<file path="config.mk">
export PLATFORM = sky130hd
export DESIGN_NAME = fetch_sequencer
export DESIGN_NICKNAME = d
export VERILOG_FILES = /design/src/rtl/fetch_sequencer.sv
export SDC_FILE = /design/constraint.sdc
export NUM_CORES = 1
export LEC_CHECK = 0
export CORE_MARGIN = 3
export CORE_UTILIZATION = 46
export CTS_CLUSTER_DIAMETER = 120
export CTS_CLUSTER_SIZE = 8
export DETAILED_ROUTE_END_ITERATION = 12
export PLACE_DENSITY = 0.81
export SLEW_MARGIN = 10
export SYNTH_ARGS = -nofsm -noshare
export SYNTH_HDL_FRONTEND = slang
export SYNTH_SLANG_ARGS = --single-unit
</file>
<file path="constraint.sdc">
create_clock -name clk -period 2.4 [get_ports clk]
set_clock_uncertainty 0.05 [all_clocks]
set_input_delay 0.48 -clock clk [delete_from_list [all_inputs] [get_ports clk]]
set_output_delay 0.48 -clock clk [all_outputs]
set_load 0.02 [all_outputs]
</file>
<file path="src/rtl/fetch_sequencer.sv">
// Instruction-fetch sequencer: owns the PC, issues word reads to a synchronous
// ROM with one cycle of read latency, and offers each fetched word to decode
// over a valid/ready handshake. Execute can redirect the PC at any time, and
// fetch parks in HALT once the PC leaves the populated part of the ROM.
module fetch_sequencer #(
    parameter int               PC_W      = 32,
    parameter int               ROM_DEPTH = 16,
    parameter logic [PC_W-1:0]  RESET_PC  = '0
) (
    input  logic            clk,
    input  logic            rst_n,
    input  logic            en,
    output logic [PC_W-1:0] rom_index,
    input  logic [31:0]     rom_data,
    output logic [31:0]     instr,
    output logic [PC_W-1:0] instr_pc,
    output logic            instr_valid,
    input  logic            instr_ready,
    input  logic            redirect_valid,
    input  logic [PC_W-1:0] redirect_pc,
    output logic            halted,
    output logic [15:0]     fetch_cnt
);

    // IDLE: parked, REQ: address presented, WAIT: ROM data arriving,
    // HOLD: word offered to decode, HALT: PC outside the ROM.
    typedef enum logic [2:0] {
        IDLE = 3'd0,
        REQ  = 3'd1,
        WAIT = 3'd2,
        HOLD = 3'd3,
        HALT = 3'd4
    } state_t;

    localparam logic [PC_W-1:0] DEPTH_PC = PC_W'(ROM_DEPTH);
    localparam logic [PC_W-1:0] PC_ONE   = PC_W'(1);

    state_t          state;
    logic [PC_W-1:0] pc;
    logic            transfer;
    logic            pc_outside;
    logic            redirect_outside;

    // The ROM address always follows the PC; the ROM itself registers it.
    assign rom_index        = pc;
    assign transfer         = instr_valid & instr_ready;
    assign pc_outside       = (pc >= DEPTH_PC);
    assign redirect_outside = (redirect_pc >= DEPTH_PC);

    // Sequencer state, PC and all registered outputs.
    always_ff @(posedge clk or negedge rst_n) begin
        if (!rst_n) begin
            state       <= IDLE;
            pc          <= RESET_PC;
            instr       <= '0;
            instr_pc    <= '0;
            instr_valid <= 1'b0;
            fetch_cnt   <= '0;
            halted      <= 1'b0;
        end else begin
            // A handshake completing in HOLD always counts, even when a
            // redirect lands in the same cycle.
            if (state == HOLD && transfer && fetch_cnt != 16'hFFFF) begin
                fetch_cnt <= fetch_cnt + 16'd1;
            end

            if (redirect_valid) begin
                // Redirect wins over everything; a word still in the ROM
                // pipeline is simply never captured.
                pc          <= redirect_pc;
                instr_valid <= 1'b0;
                if (redirect_outside) begin
                    state  <= HALT;
                    halted <= 1'b1;
                end else begin
                    state  <= en ? REQ : IDLE;
                    halted <= 1'b0;
                end
            end else begin
                case (state)
                    IDLE: begin
                        if (en) begin
                            if (pc_outside) begin
                                state  <= HALT;
                                halted <= 1'b1;
                            end else begin
                                state  <= REQ;
                            end
                        end
                    end
                    REQ: begin
                        // ROM samples rom_index at this edge.
                        state <= WAIT;
                    end
                    WAIT: begin
                        instr       <= rom_data;
                        instr_pc    <= pc;
                        instr_valid <= 1'b1;
                        pc          <= pc + PC_ONE;
                        state       <= HOLD;
                    end
                    HOLD: begin
                        // instr/instr_pc are untouched until decode takes them.
                        if (transfer) begin
                            instr_valid <= 1'b0;
                            if (pc_outside) begin
                                state  <= HALT;
                                halted <= 1'b1;
                            end else if (en) begin
                                state  <= REQ;
                            end else begin
                                state  <= IDLE;
                            end
                        end
                    end
                    HALT: begin
                        instr_valid <= 1'b0;
                        halted      <= 1'b1;
                    end
                    default: begin
                        state       <= IDLE;
                        instr_valid <= 1'b0;
                        halted      <= 1'b0;
                    end
                endcase
            end
        end
    end

endmodule

</file>
; ---- After elaboration in Yosys (flattened, before gate mapping)
; Index checks and enable logic that the tools add are counted.
[op_classes]
n_addsub = 2
n_lt_le_gt_ge = 2
eq_ne = 10
mux = 19
bitwise = 2
reduce_logical = 10
[op_table]
columns = cell, count
row1 = "32-bit by 5-bit greater-or-equal comparator with 1-bit output, second input constant", 2
row2 = 32-bit two-way mux, 2
row3 = "32-bit by 1-bit adder with 32-bit output, second input constant", 1
row4 = 3-bit two-way mux, 6
row5 = "16-bit by 1-bit adder with 16-bit output, second input constant", 1
row6 = "16-bit != test, second input constant", 1
row7 = 3-bit case mux with 5 select lines, 1
row8 = 1-bit two-way mux, 8
row9 = "3-bit by 2-bit equality test with 1-bit output, second input constant", 2
row10 = "3-bit != test, second input constant", 2
row11 = 3-bit AND reduction, 2
row12 = "2-bit by 1-bit != test with 1-bit output, second input constant", 2
row13 = 1-bit case mux with 4 select lines, 1
row14 = 2-bit AND reduction, 2
row15 = 2-bit OR reduction, 2
row16 = "3-bit by 1-bit equality test with 1-bit output, second input constant", 1
row17 = "3-bit equality test, second input constant", 1
row18 = 3-bit zero test, 1
row19 = 1-bit case mux with 3 select lines, 1
row20 = 1-bit logical AND, 2
row21 = "2-bit != test, second input constant", 1
row22 = 2-bit nonzero test, 1
row23 = 1-bit bitwise AND, 1
row24 = 1-bit inverter, 1
[totals]
regBits = 117
in_bits = 69
output_inout_bits = 114
wordCells = 52

; ---- Logic depth before layout (Yosys ltp)
; Gate-level depths: netlist of the first run.
[logic_depth]
depth_word = 5
ltp_mapped = 7
ltp_nobuf = 6

; ---- Worst setup path after synthesis of the first run
; Ideal clock, no wire load.
[synth_path]
path_type = flip-flop to flip-flop
startpoint = reg pc[1] (netlist: rom_index[1])
endpoint = reg pc[20] (netlist: rom_index[20])
setup_ns = 0.125
arrival_ns = 1.875
required_ns = 2.225
slack_ns = 0.350
path_stages_with_launch = 8
n_path_buf = 1
synth_period_minus_slack_ns = 2.050
path_cell_list = dfrtp_1 > ha_1 > nor4bb_1 > buf_2 > nand4_2 > nor3_1 > xor2_1 > mux2_2
[synth_via]
elab_chain_len = 3
[synth_rtl]
columns = item, line_no
row1 = start: declaration, 39  ; logic [PC_W-1:0] pc;
row2 = start signal: assignment, 70  ; pc <= redirect_pc;
row3 = start signal: assignment, 99  ; pc <= pc + PC_ONE;
row4 = 32-bit by 1-bit adder with 32-bit output, 99
row5 = 32-bit two-way mux, 80  ; case (state)
row6 = 32-bit two-way mux, 67  ; if (redirect_valid) begin
; Every way passes these cells. The select of a mux whose other input is x is not followed.
; A chain may end at the register's enable or synchronous reset.

; ---- Final worst setup path of the first run
[layout_path]
startpoint = reg pc[10] (netlist: rom_index[10])
endpoint = reg pc[31] (netlist: rom_index[31])
; The elaborated chain is that of the path after synthesis.

==> impl_metrics.tcl, run 1 <==
set metrics [dict create \
    status "finished clean" \
    ant_nets 0 \
    clockRootBuffer "clkbuf_16" \
    start_kind "flip-flop" \
    power_leakage_nw 3.40 \
    routabilityCongestion 0.827 \
    cp_num_buf_inv 0 \
    port_buffers 182 \
    synth_fp_nets 547 \
    crit_path_max_incr_delay_ns 0.84 \
    fin_util 0.709 \
    cts_sinks 117 \
    async_flop_share 1.00 \
    crit_arrival_ns 2.49 \
    viasPerCell 5.34 \
    setup_viol 0 \
    fp.dieH_um 115 \
    core_um2 11500 \
    r2r_start "rom_index[10]$_DFFE_PN0P_" \
    slowest_stage "or4_1" \
    routed_wl_mm 14.8 \
    fmax_mhz 442 \
    rsz0062_at_grt "true" \
    cts_tree "yes" \
    period_minus_slack_ns 2.26 \
    die_area_um2 13100 \
    rows 39 \
    cap_violations 0 \
    start_util 0.473 \
    area_growth_pct 49.9 \
    num_antenna_cells 0 \
    wl_per_cell_um 17.9 \
    clk_pin_slew_worst_paths_ns 0.05 \
    min_path_type "in -> async" \
    seq_area_frac_synth 0.540 \
    nets 745 \
    route.vias.total 4418 \
    critPathCaptureType "flip-flop" \
    fin_ws_ns 0.136 \
    track_usage 0.232 \
    ios 183 \
    cts_setup_buffers 0 \
    relSlewSlack 0.584 \
    cp-startpoint "rom_index[10]$_DFFE_PN0P_" \
    worst_pin_slew_ns 0.624 \
    critPathMaxFanout 8 \
    netlist_top_cells_area "dfrtp_1 (54%), mux2_2 (14%), xnor2_1 (5.5%), nand2_1 (3.0%), nor4_1 (2.3%)" \
    netlist.area_leader.share 0.540 \
    clk-insertion-delay-late_ns 0.41 \
    clock_path_buffers 2 \
    yosys.area.top_type "dfrtp_1" \
    worst-endpoint-required_ns 2.63 \
    yosysWarnings 0 \
    drtPass1Iterations 4 \
    power.density_nw_per_um2 693 \
    grt_pass1_wl_mm 23.6 \
    ys_seq_elements 117 \
    yosys-top-cells-count "dfrtp_1 (117), mux2_2 (68), nand2_1 (44), xnor2_1 (34), nand3_1 (21)" \
    fin_cells 828 \
    p_sw_w 0.00134 \
    intPower_w 0.00429 \
    synth.distinct_cells 44 \
    grt_max_degree 60 \
    drtIter0Drc 231 \
    vdd_drop_max_mv 0.572 \
    synth-edff-count 0 \
    htree_levels 4 \
    syn_inst 475 \
    die_w_um 115 \
    synth_most_common_cell "dfrtp_1" \
    synth_area_um2 5420 \
    fin_crit_sh 0.943 \
    grt_pass1_vias 4641 \
    drv_slew 0 \
    cts_made_buffers 17 \
    swShare 0.238 \
    placed_cells 797 \
    postSynthAreaPerCell_um2 11.4 \
    worstPathCellList "nand4_1 > or4_1 > nor4_4 > xnor2_1 > o21ai_1" \
    crit_type "reg -> reg" \
    finalHoldViolations 0 \
    drcViolationCount 0 \
    preCtsSetupSlack_ns 0.0852 \
    antenna_found_initial 0 \
    synthFlopType "dfrtp_1" \
    layout-drive-gt1-share 0.199 \
    seqPwrFrac 0.391 \
    combPwrFrac 0.135 \
    dpl.hpwl_mm 10.6 \
    clkPwrFrac 0.474 \
    cp_top_family "simple AND/OR/NAND/NOR gates" \
    gr-total-overflow 0 \
    nFillCells 820 \
]
worst register-to-register path: cells and delay by family (launching register included):
family | cells | cell delay, ns
simple gates | 3 | 1.37
compound gates | 1 | 0.07
flops | 1 | 0.48
xor+xnor | 1 | 0.16
cell usage in the layout (no fill, tap or decap), drive strengths merged, types with 11 or more instances in the layout:
| cell | synthesis | routed |
|---|---|---|
| nand4 | 19 | 19 |
| nor3 | 16 | 16 |
| mux2 | 68 | 68 |
| a21oi | 11 | 11 |
| nand2 | 44 | 44 |
| xnor2 | 34 | 34 |
| inv | 11 | 11 |
| clkbuf | 11 | 22 |
| nand3 | 21 | 21 |
| dfrtp | 117 | 117 |
| clkdlybuf4s50 | 0 | 180 |
| nor2 | 15 | 15 |
| buf | 14 | 24 |
| o21ai | 27 | 27 |
| nor4 | 21 | 21 |
layout make-up:
class	count	area, um2	share of cell area
inverters	11	41.3	0.00508
multi-input cells	322	2340	0.288
repair buffers	204	2020	0.248
well taps	143	179	0.0220
flip-flops and latches	117	2930	0.360
clock inverters	9	150	0.0185
clock buffers	22	474	0.0583
layer usage:
| layer | part of all wire | global-route usage |
|---|---|---|
| met4 | 0.025 | 0.101 |
| met3 | 0.059 | 0.0539 |
| met1 | 0.41 | 0.294 |
| met2 | 0.51 | 0.380 |
| met5 | 0 | 0 |
worst paths after layout:
path                                                   to  slack [ns]  cells after the start
worst min-delay path                instr[16]$_DFFE_PN0P_        0.03                      1
max in group asynchronous           instr[22]$_DFFE_PN0P_        1.50                      2
min in group clk                  instr_valid$_DFFE_PN0P_        0.36                      3
worst max register to register  rom_index[31]$_DFFE_PN0P_        0.14                      5
worst max-delay path            rom_index[31]$_DFFE_PN0P_        0.14                      5
worst min register to register   fetch_cnt[9]$_DFFE_PN0P_        0.45                      1
metrics by stage:
step / power (W) / hold WS [ns] / setup TNS (ns) / instance area [um2]
finish: 0.00563 / 0.0342 / 0 / 8130
floorplan: 0.00252 / 0.134 / 0 / 5420
global placement: 0.00297 / 0.433 / 0 / 7500
global route: 0.00583 / 0.0683 / -0.00662 / 8130
CTS: 0.00568 / 0.0418 / 0 / 8120
detailed placement: 0.00299 / 0.445 / 0 / 7500
power by group through the flow:
stage	registers (W)	logic, W	clock network [W]
finish	0.00220	0.000762	0.00267
detailed placement	0.00223	0.000763	0
floorplan	0.00234	0.000180	0
global placement	0.00222	0.000746	0
CTS	0.00220	0.000770	0.00271
global route	0.00222	0.000814	0.00280
state kept, by name, indices dropped and copies added, names as in the netlist:
signal / flops
fetch_cnt: 16
halted: 1
instr: 32
instr_pc: 32
instr_valid: 1
rom_index: 32
state: 3
cell families (layout without fill, tap and decap cells):
kind of cell	Yosys count	after routing	synth area share
compound gates	48	48	0.0503
fa+ha+maj	3	3	0.00692
xor+xnor	41	41	0.0662
buf+inv	36	246	0.0309
mux	68	68	0.141
simple gates	162	162	0.165
flops	117	117	0.540
what timing repair did:
action / CTS / global route
hold buffers: 0 / 0
gates resized for setup: 0 / 1
endpoints found under the setup margin: 0 / 1
Note: power is estimated with default switching activity, not from simulation.
==> inputs of run 2 (changes only) <==
--- a/config.mk
+++ b/config.mk
@@ -5,6 +5,7 @@
 export SDC_FILE = /design/constraint.sdc
 export NUM_CORES = 1
 export LEC_CHECK = 0
+export CAP_MARGIN = 20
 export CORE_MARGIN = 3
 export CORE_UTILIZATION = 46
 export CTS_CLUSTER_DIAMETER = 120
==> results of run 2 <==
No change in the layout: final DEF, timing and power equal those of run 1.
